$ cat src/rtl/autotype_pkg.sv
// Shared definitions for the scripted key-press player: opcodes,
// script field positions and controller state encoding.
package autotype_pkg;

    localparam logic [1:0] OP_END   = 2'b00;
    localparam logic [1:0] OP_PRESS = 2'b01;
    localparam logic [1:0] OP_RESET = 2'b10;
    localparam logic [1:0] OP_WAIT  = 2'b11;

    localparam int OP_MSB   = 7;
    localparam int OP_LSB   = 6;
    localparam int KEY_MSB  = 4;
    localparam int KEY_LSB  = 0;
    localparam int WAIT_MSB = 5;
    localparam int WAIT_LSB = 0;

    typedef enum logic [2:0] {
        S_IDLE,
        S_FETCH,
        S_DECODE,
        S_ACTIVE,
        S_GAP,
        S_DONE
    } state_t;

    function automatic int max3(input int a, input int b, input int c);
        int m;
        m = (a > b) ? a : b;
        return (m > c) ? m : c;
    endfunction

endpackage

$ cat src/rtl/autotype_tick.sv
// Timing-tick prescaler: pulses tick_o once every TICK_CYCLES clocks,
// restarting from zero whenever clear_i is high.
module autotype_tick #(
    parameter int TICK_CYCLES = 8388608
) (
    input  logic clk,
    input  logic reset,
    input  logic clear_i,
    output logic tick_o
);

    localparam int PW = (TICK_CYCLES > 1) ? $clog2(TICK_CYCLES) : 1;
    localparam logic [PW-1:0] LAST = PW'(TICK_CYCLES - 1);

    logic [PW-1:0] cnt_q;
    logic [PW-1:0] cnt_d;

    assign tick_o = !clear_i && (cnt_q == LAST);

    always_comb begin
        cnt_d = cnt_q + 1'b1;
        if (clear_i || tick_o) begin
            cnt_d = '0;
        end
    end

    always_ff @(posedge clk or posedge reset) begin
        if (reset) begin
            cnt_q <= '0;
        end else begin
            cnt_q <= cnt_d;
        end
    end

endmodule

$ cat src/rtl/autotype_sequencer.sv
// Scripted reset/key player driven from an external script ROM.
// Define AUTOTYPE_USER_ABORT_EN to add user_activity as an extra abort source.
module autotype_sequencer
    import autotype_pkg::*;
#(
    parameter int N_KEYS      = 3,
    parameter int SCRIPT_AW   = 4,
    parameter int TICK_CYCLES = 8388608,
    parameter int HOLD_TICKS  = 1,
    parameter int GAP_TICKS   = 1,
    parameter int AUTO_START  = 1
) (
    input  logic                 clk,
    input  logic                 reset,
    input  logic                 start,
    input  logic                 abort,
`ifdef AUTOTYPE_USER_ABORT_EN
    input  logic                 user_activity,
`endif
    output logic [SCRIPT_AW-1:0] script_addr,
    input  logic [7:0]           script_data,
    output logic                 n_reset_out,
    output logic [N_KEYS-1:0]    keys,
    output logic                 busy,
    output logic                 done,
    output logic                 bad_op
);

    localparam int TW = max3(6, $clog2(HOLD_TICKS + 1), $clog2(GAP_TICKS + 1));

    state_t                state_q, state_d;
    logic [SCRIPT_AW-1:0]  addr_q, addr_d;
    logic [1:0]            op_q, op_d;
    logic [4:0]            idx_q, idx_d;
    logic [TW-1:0]         dur_q, dur_d;
    logic [TW-1:0]         tcnt_q, tcnt_d;
    logic [N_KEYS-1:0]     keys_q, keys_d;
    logic                  nres_q, nres_d;
    logic                  busy_q, busy_d;
    logic                  done_q, done_d;
    logic                  bad_q, bad_d;
    logic                  auto_q;
    logic                  abort_w;
    logic                  tick;
    logic                  pclr;
    logic                  step;
    logic                  seg_end;
    logic                  gap_end;

`ifdef AUTOTYPE_USER_ABORT_EN
    assign abort_w = abort | (user_activity & busy_q);
`else
    assign abort_w = abort;
`endif

    assign pclr    = (state_q == S_DECODE);
    assign seg_end = tick && (tcnt_q == dur_q);
    assign gap_end = tick && (tcnt_q == TW'(GAP_TICKS - 1));

    autotype_tick #(
        .TICK_CYCLES(TICK_CYCLES)
    ) u_tick (
        .clk    (clk),
        .reset  (reset),
        .clear_i(pclr),
        .tick_o (tick)
    );

    always_ff @(posedge clk or posedge reset) begin
        if (reset) begin
            state_q <= S_IDLE;
            addr_q  <= '0;
            op_q    <= OP_END;
            idx_q   <= '0;
            dur_q   <= '0;
            tcnt_q  <= '0;
            keys_q  <= '0;
            nres_q  <= 1'b1;
            busy_q  <= 1'b0;
            done_q  <= 1'b0;
            bad_q   <= 1'b0;
            auto_q  <= (AUTO_START != 0);
        end else begin
            state_q <= state_d;
            addr_q  <= addr_d;
            op_q    <= op_d;
            idx_q   <= idx_d;
            dur_q   <= dur_d;
            tcnt_q  <= tcnt_d;
            keys_q  <= keys_d;
            nres_q  <= nres_d;
            busy_q  <= busy_d;
            done_q  <= done_d;
            bad_q   <= bad_d;
            auto_q  <= 1'b0;
        end
    end

    always_comb begin
        state_d = state_q;
        addr_d  = addr_q;
        step    = 1'b0;
        unique case (state_q)
            S_IDLE: begin
                if (start || auto_q) begin
                    state_d = S_FETCH;
                    addr_d  = '0;
                end
            end
            S_FETCH:  state_d = S_DECODE;
            S_DECODE: begin
                if (script_data[OP_MSB:OP_LSB] == OP_END) begin
                    state_d = S_DONE;
                end else begin
                    state_d = S_ACTIVE;
                end
            end
            S_ACTIVE: begin
                if (seg_end) begin
                    if (op_q == OP_WAIT || GAP_TICKS == 0) begin
                        step = 1'b1;
                    end else begin
                        state_d = S_GAP;
                    end
                end
            end
            S_GAP: begin
                if (gap_end) begin
                    step = 1'b1;
                end
            end
            S_DONE: begin
                if (start) begin
                    state_d = S_FETCH;
                    addr_d  = '0;
                end
            end
            default: state_d = S_IDLE;
        endcase
        // The last ROM entry ends the script instead of wrapping to 0.
        if (step) begin
            if (addr_q == '1) begin
                state_d = S_DONE;
            end else begin
                state_d = S_FETCH;
                addr_d  = addr_q + 1'b1;
            end
        end
        if (abort_w) begin
            addr_d  = addr_q;
            state_d = (state_q == S_IDLE) ? S_IDLE : S_DONE;
        end
    end

    always_comb begin
        op_d   = op_q;
        idx_d  = idx_q;
        dur_d  = dur_q;
        tcnt_d = tcnt_q;
        bad_d  = bad_q;
        if (state_q == S_DECODE) begin
            op_d  = script_data[OP_MSB:OP_LSB];
            idx_d = script_data[KEY_MSB:KEY_LSB];
            if (op_d == OP_WAIT) begin
                dur_d = TW'(script_data[WAIT_MSB:WAIT_LSB]);
            end else begin
                dur_d = TW'(HOLD_TICKS - 1);
            end
            if (op_d == OP_PRESS && int'(idx_d) >= N_KEYS && state_d == S_ACTIVE) begin
                bad_d = 1'b1;
            end
        end
        if (state_q == S_DECODE || state_d != state_q) begin
            tcnt_d = '0;
        end else if (tick) begin
            tcnt_d = tcnt_q + 1'b1;
        end

        keys_d = '0;
        nres_d = 1'b1;
        if (state_d == S_ACTIVE) begin
            if (op_d == OP_PRESS) begin
                for (int i = 0; i < N_KEYS; i++) begin
                    keys_d[i] = (idx_d == 5'(i));
                end
            end
            if (op_d == OP_RESET) begin
                nres_d = 1'b0;
            end
        end
        busy_d = (state_d == S_FETCH) || (state_d == S_DECODE) ||
                 (state_d == S_ACTIVE) || (state_d == S_GAP);
        done_d = (state_d == S_DONE);
    end

    assign script_addr = addr_q;
    assign n_reset_out = nres_q;
    assign keys        = keys_q;
    assign busy        = busy_q;
    assign done        = done_q;
    assign bad_op      = bad_q;

endmodule

$ cat config.mk
export PLATFORM = sky130hd
export DESIGN_NAME = autotype_sequencer
export DESIGN_NICKNAME = d
export VERILOG_FILES = /design/src/rtl/autotype_pkg.sv /design/src/rtl/autotype_tick.sv /design/src/rtl/autotype_sequencer.sv
export SDC_FILE = /design/constraint.sdc
export NUM_CORES = 1
export LEC_CHECK = 0
export ABC_AREA = 1
export ABC_CLOCK_PERIOD_IN_PS = 2410
export BUFFER_PORTS_ARGS = -buffer_cell sky130_fd_sc_hd__buf_2
export CELL_PAD_IN_SITES_DETAIL_PLACEMENT = 0
export CELL_PAD_IN_SITES_GLOBAL_PLACEMENT = 1
export CORE_ASPECT_RATIO = 0.9
export CORE_MARGIN = 2
export CORE_UTILIZATION = 47
export CTS_BUF_LIST = sky130_fd_sc_hd__clkbuf_2 sky130_fd_sc_hd__clkbuf_4 sky130_fd_sc_hd__clkbuf_8
export DETAILED_ROUTE_END_ITERATION = 16
export HOLD_SLACK_MARGIN = 0.05
export PLACE_DENSITY_LB_ADDON = 0.1
export SYNTH_ARGS = -nofsm -noshare
export SYNTH_HDL_FRONTEND = slang
export SYNTH_SLANG_ARGS = --single-unit
export TNS_END_PERCENT = 20
$ cat constraint.sdc
create_clock -name clk -period 2.41 [get_ports clk]
set_input_delay 0.3615 -clock clk [delete_from_list [all_inputs] [get_ports clk]]
set_output_delay 0.3615 -clock clk [all_outputs]
set_load 0.02 [all_outputs]
==> results_dict.tcl <==
set metrics [dict create \
    outcome "completed" \
    clockPowerShare_pct 29.3 \
    p_leak_nw 1.72 \
    peakVddDrop_v 0.000546 \
    avgRoutedWirePerCell_um 12.6 \
    cp_cell_sequence "inv_1, nand2_1, nor2_4, inv_2, nand2_1, nand2_1, nor4_2, nand4_1, nor3_1" \
    synth_top_area_cell "dfrtp_1" \
    cp-end-kind "flop" \
    slowest_stage "dfrtp_1" \
    r2r_slack_ps 220 \
    globalRouteOverflowTotal 0 \
    syn_to_final_growth_pct 14.8 \
    antenna_found_initial 0 \
    cp.required_ps 2640 \
    ys_async_sr_fraction_pct 100 \
    fin_cells 481 \
    max_slew_margin_pct 58.7 \
    dpl_cell_area_um2 3240 \
    ys.flop_type "dfrtp_1" \
    setup_tns_ps 0 \
    synth_area_leaders "dfrtp_1 46%, nand2_1 9.2%, inv_1 5.7%, nor2_1 4.9%, nor2_4 2.6%" \
    row_count 27 \
    arrival_ps 2410 \
    timing.fmax_mhz 457 \
    fin_crit_sh_pct 90.7 \
    netSwitchingFraction_pct 35.5 \
    wl_met1_mm 3.33 \
    drv_cap 0 \
    cpPeakStageDelay_ps 410 \
    slew_violations 0 \
    fill_cells 613 \
    core_um2 6150 \
    syn_nets 372 \
    layout-drive-gt1-share_pct 22.8 \
    postSynthAreaPerCell_um2 8.47 \
    routabilityCongestion 0.874 \
    nNetsFinal 405 \
    fin_area_um2 3460 \
    clk_pin_slew_worst_paths_ps 70 \
    cpMostUsedCell "nand2_1" \
    die_h_um 80.0 \
    drt_iter0_drc 94 \
    hp-class "input pin to async pin" \
    seq_power_share_pct 39.8 \
    r2r-end "keys[0]" \
    grt_pass1_vias 2260 \
    p_sw_mw 1.16 \
    start_kind "flop" \
    startpoint "state_q[0]" \
    seq_area_frac_synth_pct 47.4 \
    grt_max_degree 33 \
    whs_ps 81.9 \
    clk_root_buffer_cell "clkbuf_8" \
    die_area_um2 7070 \
    rsz0062_at_grt "no" \
    htreeDepth 3 \
    initial_core_util_pct 49.0 \
    top_layer_used "met4" \
    met2WireLength_mm 2.45 \
    ys_ff_latch 57 \
    cts_sinks 57 \
    yosys_warnings 0 \
    syn_inst 356 \
    ff2ff_path_depth 9 \
    layout_setup_ws_ps 223 \
    viasPerCell 4.80 \
    antennaDiodeCount 0 \
    power.density_nw_per_um2 945 \
    detail-route-antenna-nets 0 \
    critPathKind "flop to flop" \
    finalSetupViolations 0 \
    dpl.cell_count 464 \
    grt_pass1_wl_mm 10.6 \
    cts.repair.resized 0 \
    synth_area_um2 3020 \
    hpwl_mm 4.50 \
    p_comb_share_pct 31.0 \
    clk_latency_ps 330 \
    grt_usage_pct 19.6 \
    fin_worst_skew_ps 7.03 \
    worstMarginPinSlew_ps 605 \
    wirelength_mm 6.07 \
    fin_crit_ps 2190 \
    chipWidth_um 88.4 \
    clockBufferDepth 2 \
    hold_viol_final 0 \
    cts_tree "built" \
    drt_first_pass_iters 4 \
    hold_buffers 0 \
    via_count 2309 \
    p_int_mw 2.11 \
    cts_setup_buffers 0 \
    drcViolationCount 0 \
    cts-buffers-inserted 9 \
    yosysUniqueCellTypes 42 \
    preCtsSetupSlack_ps 111 \
    wl_met3_um 227 \
    synth_edf_count 0 \
    yosysTopAreaCellShare_pct 45.6 \
    io-pin-count 23 \
    path_max_fanout 10 \
    port_buffers 22 \
    crit_end "keys[0]" \
    timing.rr.start "state_q[0]" \
]
-- area by class of cell --
| cell class | instances | area, µm² | share of cell area, % |
|---|---|---|---|
| repair buffers | 24 | 138 | 3.98 |
| flip-flops and latches | 57 | 1430 | 41.3 |
| well taps | 87 | 109 | 3.14 |
| clock buffers | 10 | 131 | 3.79 |
| multi-input cells | 245 | 1380 | 39.8 |
| inverters | 52 | 195 | 5.64 |
| clock inverters | 6 | 82.6 | 2.39 |
-- cell families (layout without fill, tap and decap cells) --
logic type	Yosys count	count (layout)	synth area share, %
AND/OR/NAND/NOR	187	188	31.8
flip-flops	57	57	47.4
buffers and inverters	55	92	7.14
AO/OA/AOI/OAI	39	39	8.01
XOR/XNOR	11	11	3.20
adder cells (fa/ha/maj)	4	4	1.66
multiplexers	2	2	0.664
other	1	1	0.124
-- worst max-delay path: cells and delay by family, from the launching register on --
kind	cells	cell delay, ps
buffers and inverters	2	270
flip-flops	1	410
AND/OR/NAND/NOR	7	1400
-- flip-flops by register name (all words and copies together) (netlist names), 2 cells and up --
register      flops
u_tick.cnt_q     23
dur_q             6
tcnt_q            6
idx_q             5
script_addr       4
keys              3
state_q           3
op_q              2
-- metal layers --
layer | vias up | GRT usage, %
met4 | 0 | 5.91
met3 | 6 | 4.76
met5 | - | 0
met1 | 1050 | 30.6
met2 | 41 | 26.6
li1 | 1212 | -
-- power by group through the flow --
stage / Sequential [mW] / Clock, mW / Combinational [mW]
2_1_floorplan: 1.33 / 0 / 0.777
3_3_place_gp: 1.32 / 0 / 1.01
6_report: 1.30 / 0.957 / 1.01
4_1_cts: 1.30 / 0.990 / 1.01
5_1_grt: 1.34 / 1.03 / 1.16
3_5_place_dp: 1.32 / 0 / 1.00
-- metrics by stage --
step	util (%)	total power, mW
5_1_grt	56.3	3.52
2_1_floorplan	-	2.11
3_5_place_dp	52.7	2.32
6_report	56.3	3.27
4_1_cts	56.2	3.30
3_3_place_gp	52.7	2.32
-- Yosys cell counts (2+ instances only) --
| library cell | count |
|---|---|
| nor3_1 | 14 |
| nor2_2 | 8 |
| dfrtp_1 | 55 |
| nand2_2 | 10 |
| nor2_4 | 7 |
| nand2_1 | 74 |
| nand2_4 | 4 |
| nand4_1 | 11 |
| inv_1 | 46 |
| nor2_1 | 39 |
| nand3_1 | 9 |
| o21a_1 | 2 |
| a21oi_1 | 11 |
| a21oi_2 | 2 |
| ha_1 | 4 |
| inv_2 | 6 |
| xor2_1 | 9 |
| dfstp_2 | 2 |
| nor3_2 | 3 |
| o22ai_1 | 5 |
| o21ai_0 | 10 |
| mux2i_1 | 2 |
| o31ai_1 | 2 |
| nand3_2 | 2 |
| xnor2_1 | 2 |
-- worst min path at each step --
stage | to | slack (ps) | cells after the start
after floorplan | u_tick.cnt_q[0] | 430 | 1
after global placement | u_tick.cnt_q[0] | 440 | 1
after detailed placement | u_tick.cnt_q[1] | 450 | 2
after CTS | u_tick.cnt_q[1] | 90 | 2
after global routing | bad_op | 130 | 2
final | idx_q[3] | 80 | 2
-- cell usage in the layout (no fill, tap or decap), types with 3 or more instances in the layout --
master    instances
a21oi_1          11
buf_2            22
clkbuf_8          9
clkinv_2          3
dfrtp_1          55
ha_1              4
inv_1            45
inv_2             7
nand2_1          74
nand2_2          10
nand2_4           4
nand3_1           9
nand4_1          11
nor2_1           39
nor2_2            9
nor2_4            7
nor3_1           14
nor3_2            3
o21ai_0          10
o22ai_1           5
xor2_1            9
Power figures use the tool's default switching activity.
